$ cat config.mk
export PLATFORM = sky130hd
export DESIGN_NAME = reg_file_sb
export DESIGN_NICKNAME = d
export VERILOG_FILES = /design/src/rtl/reg_file_pkg.sv /design/src/rtl/reg_scoreboard.sv /design/src/rtl/reg_file_sb.sv
export SDC_FILE = /design/constraint.sdc
export NUM_CORES = 1
export LEC_CHECK = 0
export ABC_CLOCK_PERIOD_IN_PS = 4900
export CAP_MARGIN = 25
export CORE_UTILIZATION = 61
export DETAILED_ROUTE_END_ITERATION = 6
export PLACE_DENSITY_LB_ADDON = 0.25
export SYNTH_ARGS = -nofsm -noshare
export SYNTH_HDL_FRONTEND = slang
export SYNTH_HIERARCHICAL = 1
export SYNTH_SLANG_ARGS = --single-unit
$ cat constraint.sdc
create_clock -name clk -period 4.9 [get_ports clk]
set_input_delay 0.49 -clock clk [delete_from_list [all_inputs] [get_ports clk]]
set_output_delay 0.49 -clock clk [all_outputs]
set_load 0.01 [all_outputs]
$ cat src/rtl/reg_file_pkg.sv
`default_nettype none
// +----------------------------------------------------------------------+
// | Module      : reg_file_pkg                                           |
// | Description : Shared defaults and reset-value helper for reg_file_sb |
// | Revision    : 1.0                                                    |
// +----------------------------------------------------------------------+
package reg_file_pkg;

  localparam int DEF_WORD_WIDTH = 32;
  localparam int DEF_DEPTH      = 16;
  localparam int DEF_NUM_RD     = 2;

  // Wide return so the caller truncates to whatever word width it uses.
  function automatic logic [63:0] reset_value(input int unsigned idx);
    return 64'(idx);
  endfunction

endpackage : reg_file_pkg
`default_nettype wire

$ cat src/rtl/reg_scoreboard.sv
`default_nettype none
// +----------------------------------------------------------------------+
// | Module      : reg_scoreboard                                         |
// | Description : Per-register busy tracking, WAW stall, busy count and  |
// |               sticky unexpected-writeback flag. Optional read bypass |
// |               of busy flags under REG_FILE_BYPASS_EN.                |
// | Revision    : 1.0                                                    |
// +----------------------------------------------------------------------+
module reg_scoreboard
  import reg_file_pkg::*;
#(
  parameter int DEPTH  = DEF_DEPTH,
  parameter int NUM_RD = DEF_NUM_RD
) (
  input  logic                            clk,
  input  logic                            rst,
  input  logic                            issue_en,
  input  logic [$clog2(DEPTH)-1:0]        issue_dest,
  input  logic                            wb_en,
  input  logic [$clog2(DEPTH)-1:0]        wb_dest,
  input  logic [NUM_RD*$clog2(DEPTH)-1:0] lk_addr,
  output logic [NUM_RD-1:0]               lk_busy,
  output logic                            stall,
  output logic [$clog2(DEPTH):0]          busy_cnt,
  output logic                            wb_unexp
);

  localparam int ADDR_W = $clog2(DEPTH);
  localparam int CNT_W  = ADDR_W + 1;

  logic [DEPTH-1:0] r_busy;
  logic [DEPTH-1:0] w_busy_nxt;
  logic [CNT_W-1:0] r_busy_cnt;
  logic [CNT_W-1:0] w_cnt_nxt;
  logic             r_wb_unexp;
  logic             w_wb_same;
  logic             w_issue_acc;

  // A writeback retiring the same index frees the slot for the new owner.
  assign w_wb_same   = wb_en && (wb_dest == issue_dest);
  assign stall       = issue_en && r_busy[issue_dest] && !w_wb_same;
  assign w_issue_acc = issue_en && !stall;

  always_comb begin
    w_busy_nxt = r_busy;
    if (wb_en) begin
      w_busy_nxt[wb_dest] = 1'b0;
    end
    if (w_issue_acc) begin
      w_busy_nxt[issue_dest] = 1'b1;
    end
    w_cnt_nxt = '0;
    for (int i = 0; i < DEPTH; i++) begin
      w_cnt_nxt = w_cnt_nxt + CNT_W'(w_busy_nxt[i]);
    end
  end

  always_ff @(posedge clk or negedge rst) begin
    if (!rst) begin
      r_busy     <= '0;
      r_busy_cnt <= '0;
      r_wb_unexp <= 1'b0;
    end else begin
      r_busy     <= w_busy_nxt;
      r_busy_cnt <= w_cnt_nxt;
      if (wb_en && !r_busy[wb_dest]) begin
        r_wb_unexp <= 1'b1;
      end
    end
  end

  assign busy_cnt = r_busy_cnt;
  assign wb_unexp = r_wb_unexp;

  for (genvar k = 0; k < NUM_RD; k++) begin : g_lk
    logic [ADDR_W-1:0] w_addr;
    assign w_addr = lk_addr[k*ADDR_W +: ADDR_W];
`ifdef REG_FILE_BYPASS_EN
    assign lk_busy[k] = (wb_en && (wb_dest == w_addr))
                        ? (w_issue_acc && (issue_dest == w_addr))
                        : r_busy[w_addr];
`else
    assign lk_busy[k] = r_busy[w_addr];
`endif
  end

endmodule : reg_scoreboard
`default_nettype wire

$ cat src/rtl/reg_file_sb.sv
`default_nettype none
// +----------------------------------------------------------------------+
// | Module      : reg_file_sb                                            |
// | Description : Parametrised register file with busy scoreboard and    |
// |               multiple read ports. Define REG_FILE_BYPASS_EN to      |
// |               forward same-cycle writeback data to the read ports.   |
// | Revision    : 1.0                                                    |
// +----------------------------------------------------------------------+
module reg_file_sb
  import reg_file_pkg::*;
#(
  parameter int WORD_WIDTH = DEF_WORD_WIDTH,
  parameter int DEPTH      = DEF_DEPTH,
  parameter int NUM_RD     = DEF_NUM_RD
) (
  input  logic                            clk,
  input  logic                            rst,
  input  logic [NUM_RD*$clog2(DEPTH)-1:0] rd_addr,
  output logic [NUM_RD*WORD_WIDTH-1:0]    rd_data,
  output logic [NUM_RD-1:0]               rd_busy,
  input  logic                            issue_en,
  input  logic [$clog2(DEPTH)-1:0]        issue_dest,
  output logic                            stall,
  input  logic                            wb_en,
  input  logic [$clog2(DEPTH)-1:0]        wb_dest,
  input  logic [WORD_WIDTH-1:0]           wb_data,
  output logic [$clog2(DEPTH):0]          busy_cnt,
  output logic                            wb_unexp
);

  localparam int ADDR_W = $clog2(DEPTH);

  logic [WORD_WIDTH-1:0] r_mem [DEPTH];

  always_ff @(posedge clk or negedge rst) begin
    if (!rst) begin
      for (int i = 0; i < DEPTH; i++) begin
        r_mem[i] <= WORD_WIDTH'(reset_value(i));
      end
    end else if (wb_en) begin
      r_mem[wb_dest] <= wb_data;
    end
  end

  for (genvar k = 0; k < NUM_RD; k++) begin : g_rd
    logic [ADDR_W-1:0] w_addr;
    assign w_addr = rd_addr[k*ADDR_W +: ADDR_W];
`ifdef REG_FILE_BYPASS_EN
    assign rd_data[k*WORD_WIDTH +: WORD_WIDTH] =
      (wb_en && (wb_dest == w_addr)) ? wb_data : r_mem[w_addr];
`else
    assign rd_data[k*WORD_WIDTH +: WORD_WIDTH] = r_mem[w_addr];
`endif
  end

  reg_scoreboard #(
    .DEPTH  (DEPTH),
    .NUM_RD (NUM_RD)
  ) u_sb (
    .clk        (clk),
    .rst        (rst),
    .issue_en   (issue_en),
    .issue_dest (issue_dest),
    .wb_en      (wb_en),
    .wb_dest    (wb_dest),
    .lk_addr    (rd_addr),
    .lk_busy    (rd_busy),
    .stall      (stall),
    .busy_cnt   (busy_cnt),
    .wb_unexp   (wb_unexp)
  );

endmodule : reg_file_sb
`default_nettype wire

Word level (Yosys, flattened, before mapping)
Cells that the tools add are included.
- register bits: 534
- word-level logic and storage cells: 85
- add/sub/neg operators: 15
- magnitude comparators: 10
- equality and inequality tests: 1
- muxes and demuxes: 23
- bitwise operators: 6
- reduce and logical (&&, ||, !) cells: 11
- operator list (operator ; count):
    512-bit bitwise mux ; 1
    32-bit binary-select mux with 4-bit select ; 2
    32-bit 2-to-1 mux ; 5
    32-bit demux with 4-bit select ; 1
    5-bit by 1-bit adder with 5-bit output ; 14
    16-bit 2-to-1 mux ; 2
    4-bit by 5-bit < comparator with 1-bit output, second input constant ; 4
    16-bit bitwise AND ; 1
    1-bit binary-select mux with 4-bit select ; 4
    16-bit inverter ; 1
    16-bit bitwise OR ; 1
    5-bit >= comparator, second input constant ; 3
    4-bit inverter with 5-bit output ; 3
    1-bit demux with 4-bit select ; 2
    4-bit by 1-bit >= comparator with 1-bit output, second input constant ; 2
    1-bit logical AND ; 8
    1-bit 2-to-1 mux ; 6
    5-bit by 1-bit < comparator with 1-bit output, second input constant ; 1
    4-bit == test ; 1
    1-bit zero test ; 3
    1-bit by 1-bit adder with 2-bit output ; 1

Logic depth before layout (Yosys ltp)
- depth after elaboration: 24
- gate-level depth with buffers: 19

Modules after synthesis
Netlist, hierarchy kept.
- by module, submodules not included (module ; times used ; cells each ; area an instance (sq um)):
    reg_file_sb ; 1 ; 1675 ; 26497.9
    reg_scoreboard ; 1 ; 168 ; 1949.4

Least setup slack after synthesis
Ideal clock, no wire load.
- path type: input -> register
- start point: input port wb_dest[0]
- end point: register u_sb.r_busy_cnt[4] (netlist: u_sb/busy_cnt[4])
- setup time: 0.064 ns
- arrival time: 4.623 ns
- required time: 4.836 ns
- path slack: 0.213 ns
- stages: 18
- buffers on the path: 2
- cells stage by stage: buf_6 -> xor2_1 -> nor3_2 -> and3_2 -> nor2_2 -> buf_6 -> o41ai_2 -> fa_1 -> fa_1 -> inv_1 -> fa_1 -> inv_1 -> fa_1 -> ha_1 -> inv_1 -> fa_1 -> nor2b_1 -> o21a_1
- elaborated cells on any way between the ends: 31
- RTL lines (element ; line ; RTL):
    start: declaration ; reg_file_sb.sv:25 ; input logic [$clog2(DEPTH)-1:0] wb_dest,
    4-bit by 5-bit < comparator with 1-bit output (not written as such) / 4-bit by 1-bit >= comparator with 1-bit output (equally long branches) ; reg_scoreboard.sv:47 ; w_busy_nxt[wb_dest] = 1'b0;
    1-bit logical AND (not written as such) ; reg_scoreboard.sv:47 ;
    1-bit 2-to-1 mux (not written as such) ; reg_scoreboard.sv:47 ;
    1-bit demux with 4-bit select ; -- ;
    16-bit inverter (no line) ; -- ;
    16-bit bitwise AND (no line) ; -- ;
    16-bit 2-to-1 mux ; reg_scoreboard.sv:46 ; if (wb_en) begin
    16-bit bitwise OR (no line) ; -- ;
    16-bit 2-to-1 mux (*) ; reg_scoreboard.sv:49 ; if (w_issue_acc) begin
    via u_sb.w_busy_nxt[9] ; reg_scoreboard.sv:32 ; logic [DEPTH-1:0] w_busy_nxt;
    5-bit by 1-bit adder with 5-bit output (*) (7 in a row) ; reg_scoreboard.sv:54 ; w_cnt_nxt = w_cnt_nxt + CNT_W'(w_busy_nxt[i]);
    via u_sb.w_cnt_nxt[4] ; reg_scoreboard.sv:34 ; logic [CNT_W-1:0] w_cnt_nxt;
    end signal: assignment ; reg_scoreboard.sv:65 ; r_busy_cnt <= w_cnt_nxt;
    end: declaration ; reg_scoreboard.sv:33 ; logic [CNT_W-1:0] r_busy_cnt;
Mark *: on every way through the listed nets, which the timed path passes. The rest lies on a longest branch.
A chain may end at the register's enable or synchronous reset.

Worst setup path after layout
- start point: input port issue_dest[3]
- end point: register u_sb.r_busy_cnt[1] (netlist: u_sb/busy_cnt[1])
- word-level cells in the longest chain between the ends: 22
- elaborated cells on any way between the ends: 31
- ends and longest elaborated chain (element ; line ; RTL):
    start: declaration ; reg_file_sb.sv:22 ; input logic [$clog2(DEPTH)-1:0] issue_dest,
    parallel branches: the longest is 6 deep, another holds 4-bit by 5-bit < comparator with 1-bit output ; -- ;
    16-bit 2-to-1 mux (*) ; reg_scoreboard.sv:49 ;
    1-bit by 1-bit adder with 2-bit output ; reg_scoreboard.sv:54 ;
    5-bit by 1-bit adder with 5-bit output (13 in a row) ; reg_scoreboard.sv:54 ;
    5-bit by 1-bit adder with 5-bit output (*) ; reg_scoreboard.sv:54 ;
    via u_sb.w_cnt_nxt[1] ; reg_scoreboard.sv:34 ;
Mark *: on every way through the listed nets, which the timed path passes. The select of a mux whose other input is x is not followed.

==> impl_metrics.ini <==
[place]
dp_cells = 2479
place_area_sq_um = 30700
port_buffers = 124
detailed_place_hpwl_mm = 43.8
gp_congestion = 0.878

[clock_tree]
ctsLongestPathBuffers = 3
clock_sinks = 534
cts.root.buffer_cell = clkbuf_16
cts_tree = yes
cts_htree_levels = 2
clk_pin_slew_worst_paths_ns = 0.06
postCtsSetupBuffers = 0
clock_buffer_count_from_cts = 57
worst_skew_pair.late_latency_ns = 0.62

[floorplanning]
io_pins = 125
initial_core_utilization_pct = 62.3
num_rows = 78
dieArea_sq_um = 47500
placeableCoreArea_sq_um = 45700
floorplan.die.height_um = 218
chipWidth_um = 218

[final_layout]
multiInputGateArea_sq_um = 14400
final-instance-count-excl-fill = 2586
finish.instance_area_sq_um = 32700
share_of_final_layout_standard_cells_stronger_than_drive_strength_1_pct = 52.6
areaGrowthSynthToFinish_pct = 14.8
final.fill_count = 2890
seqCellArea_sq_um = 13400
nNetsFinal = 2005

[worst_setup_path]
worst-path-max-fanout = 8
critPathLaunchType = input pin
timing.critical_path.slowest_stage_cell = fa_2
critical_path.reg2reg.endpoint = u_sb/busy_cnt[1]$_DFF_PN0_
worst_r2r_path_depth = 15
cp_common_cell = inv_1
timing.critical_path.required_ns = 5.41
crit_path_end_kind = register
worst_r2r_startpoint = u_sb/r_busy[11]$_DFF_PN0_
critPathArrivalTime_ns = 5.19
criticalPathCategory = in -> reg
cp_slowest_stage_delay_ns = 0.55
r2r_setup_slack_ns = 0.35
crit_chain = clkdlybuf4s50_1 > buf_4 > mux2_2 > o221ai_4 > nor2_4 > o41a_2 > fa_1 > inv_1 > fa_1 > inv_1 > fa_1 > inv_1 > fa_1 > ha_1 > inv_1 > fa_2 > inv_1

[yosys]
netlist_area_sq_um = 28400
syn-mean-instance-area_sq_um = 15.4
syn-instance-count = 1843
ys_seq_elements = 534
synth.yosys.warnings = 6
synth-seq-area-share_pct = 47.1
synth_async_sr_flop_share_pct = 100
postSynth.topFlopCell = dfrtp_1
synth_edf_count = 0
nets_in_the_synthesized_netlist = 1910
yosys.cell_types.count = 53

[power_and_ir_drop]
powerDensity_nw_per_um2 = 454
worst_ir_drop_vdd_v = 0.000721
leakage_uw = 0.0133
total_power_uw = 14800

[sta]
timing.fmax_mhz = 214
final_layout_worst_hold_slack_ns = -0.0349
maxSlewViolCount = 0
report.final.hold_viol_count = 20
period_needed_ns = 4.68
timing.final.crit_share_pct = 95.4
setup_tns_after_final_layout_ns = 0
rsz0062_at_grt = false
worst_slew_margin_rel_pct = 29.0
worst-slew-pin-transition_ns = 1.06
setup_violations = 0
finalClockSkew_ns = 0.00286

[detailed_routing]
remaining_drc_errors = 0
vias = 17900
drt-wirelength-per-cell_um = 29.0
route.detailed.vias_per_inst = 6.93
finalWirelength_mm = 75.1
ant_nets = 0
drt_pre_antenna_iters = 5
drt_first_iter_violations = 1632

[global_routing]
globalRouteOverflowTotal = 0
grt_util_all_layers_pct = 32.8
grt_start_max_net_pins = 129
grt_pass1_wl_mm = 116
vias_in_the_first_global_route = 19500
number_of_antenna_violations_at_the_first_check_in_global_routing = 1

[run_status]
run_status = complete, but fails checks
failed_checks = negative hold slack

[job]
maxCapViolCount = 0

[min_path]
holdCritPathClass = in -> async
==> flip-flops by register name (all words and copies together) (netlist names) <==
signal / cells
u_sb/r_busy: 16
r_mem: 512
u_sb/wb_unexp: 1
u_sb/busy_cnt: 5
==> timing repair <==
item | 4_1_cts | 5_1_grt
endpoints found under the setup margin | 0 | 4
hold buffers | 0 | 0
hold endpoints to repair | 0 | 0
gates resized for setup | 0 | 9
==> report_power, final <==
group / leakage, uW / switching [uW] / internal [uW] / total [uW]
combinational: 0.00591 / 1620 / 2520 / 4140
sequential: 0.00649 / 784 / 5520 / 6300
clock: 0.000939 / 1790 / 2600 / 4390
total: 0.0133 / 4200 / 10600 / 14800
==> synthesized netlist by cell type, drive strengths merged (6+ instances only) <==
library cell / instances / area (sq um)
fa: 10 / 200
buf: 85 / 437
o21ai: 21 / 105
o41ai: 8 / 100
mux2: 517 / 5820
clkbuf: 93 / 350
mux4: 268 / 6040
a22oi: 130 / 981
nand2: 72 / 270
inv: 12 / 45.0
dfrtp: 502 / 12600
mux2i: 8 / 80.1
nor2: 13 / 51.3
nor2b: 6 / 37.5
dfstp: 32 / 841
nor3: 9 / 50.1
nand2b: 6 / 37.5
==> final cells by class <==
type	count	area share [%]
clock buffers	78	5.02
well taps	600	2.30
repair buffers	214	6.50
inverters	12	0.138
multi-input cells	1119	44.1
diodes	1	0.00766
clock inverters	28	0.889
flip-flops and latches	534	41.1
==> critical path, delay by kind of cell <==
kind,cells,cell delay [ns]
multiplexers,1,0.37
AND/OR/NAND/NOR,1,0.10
buffers and inverters,7,0.90
adder cells (fa/ha/maj),6,2.69
AO/OA/AOI/OAI,2,0.62
==> layout by cell type (no fill, tap or decap), drive strengths merged, types with 15 or more instances in the layout <==
| master | n |
|---|---|
| mux2 | 517 |
| dfrtp | 502 |
| mux4 | 268 |
| a22oi | 130 |
| clkdlybuf4s50 | 119 |
| buf | 95 |
| clkbuf | 78 |
| nand2 | 72 |
| dfstp | 32 |
| o21ai | 21 |
| clkinv | 15 |
==> worst max path at each step <==
stage,startpoint,depth (start not counted),end
4_1_cts,issue_dest[3],19,u_sb/busy_cnt[4]$_DFF_PN0_
6_report,issue_dest[3],17,u_sb/busy_cnt[1]$_DFF_PN0_
2_1_floorplan,wb_dest[0],18,u_sb/busy_cnt[4]$_DFF_PN0_
5_1_grt,issue_dest[3],18,u_sb/busy_cnt[4]$_DFF_PN0_
3_3_place_gp,issue_dest[3],17,u_sb/busy_cnt[4]$_DFF_PN0_
3_5_place_dp,issue_dest[3],17,u_sb/busy_cnt[4]$_DFF_PN0_
==> layer usage <==
| layer | track usage, % | vias to the layer above | wire [um] |
|---|---|---|---|
| li1 | - | 7400 | - |
| met1 | 43.9 | 9653 | 30100 |
| met2 | 54.1 | 702 | 37500 |
| met3 | 4.98 | 178 | 4660 |
| met4 | 13.7 | 0 | 2770 |
| met5 | 0 | - | 0 |
==> per-stage QoR <==
step	setup slack, ns	utilization (%)	hold WS (ns)
after floorplan	0.213	-	0.194
final	0.224	71.5	-0.0349
after global placement	-0.427	67.1	0.491
after CTS	0.119	71.4	0.0377
after global routing	0.0161	71.5	0.0667
after detailed placement	-0.502	67.1	0.511
==> cells by family (layout without fill, tap and decap cells) <==
logic type / count (synthesis) / after routing / share of synthesized area [%]
muxes: 793 / 793 / 42.0
other: 0 / 1 / 0
adders and majority gates: 15 / 15 / 0.924
buffers and inverters: 190 / 332 / 2.92
AOI/OAI and AO/OA: 175 / 175 / 4.72
and+or+nand+nor: 130 / 130 / 2.16
DFF: 534 / 534 / 47.1
xor gates and xnor gates: 6 / 6 / 0.185
No activity file was read; power rests on OpenSTA's default activity.
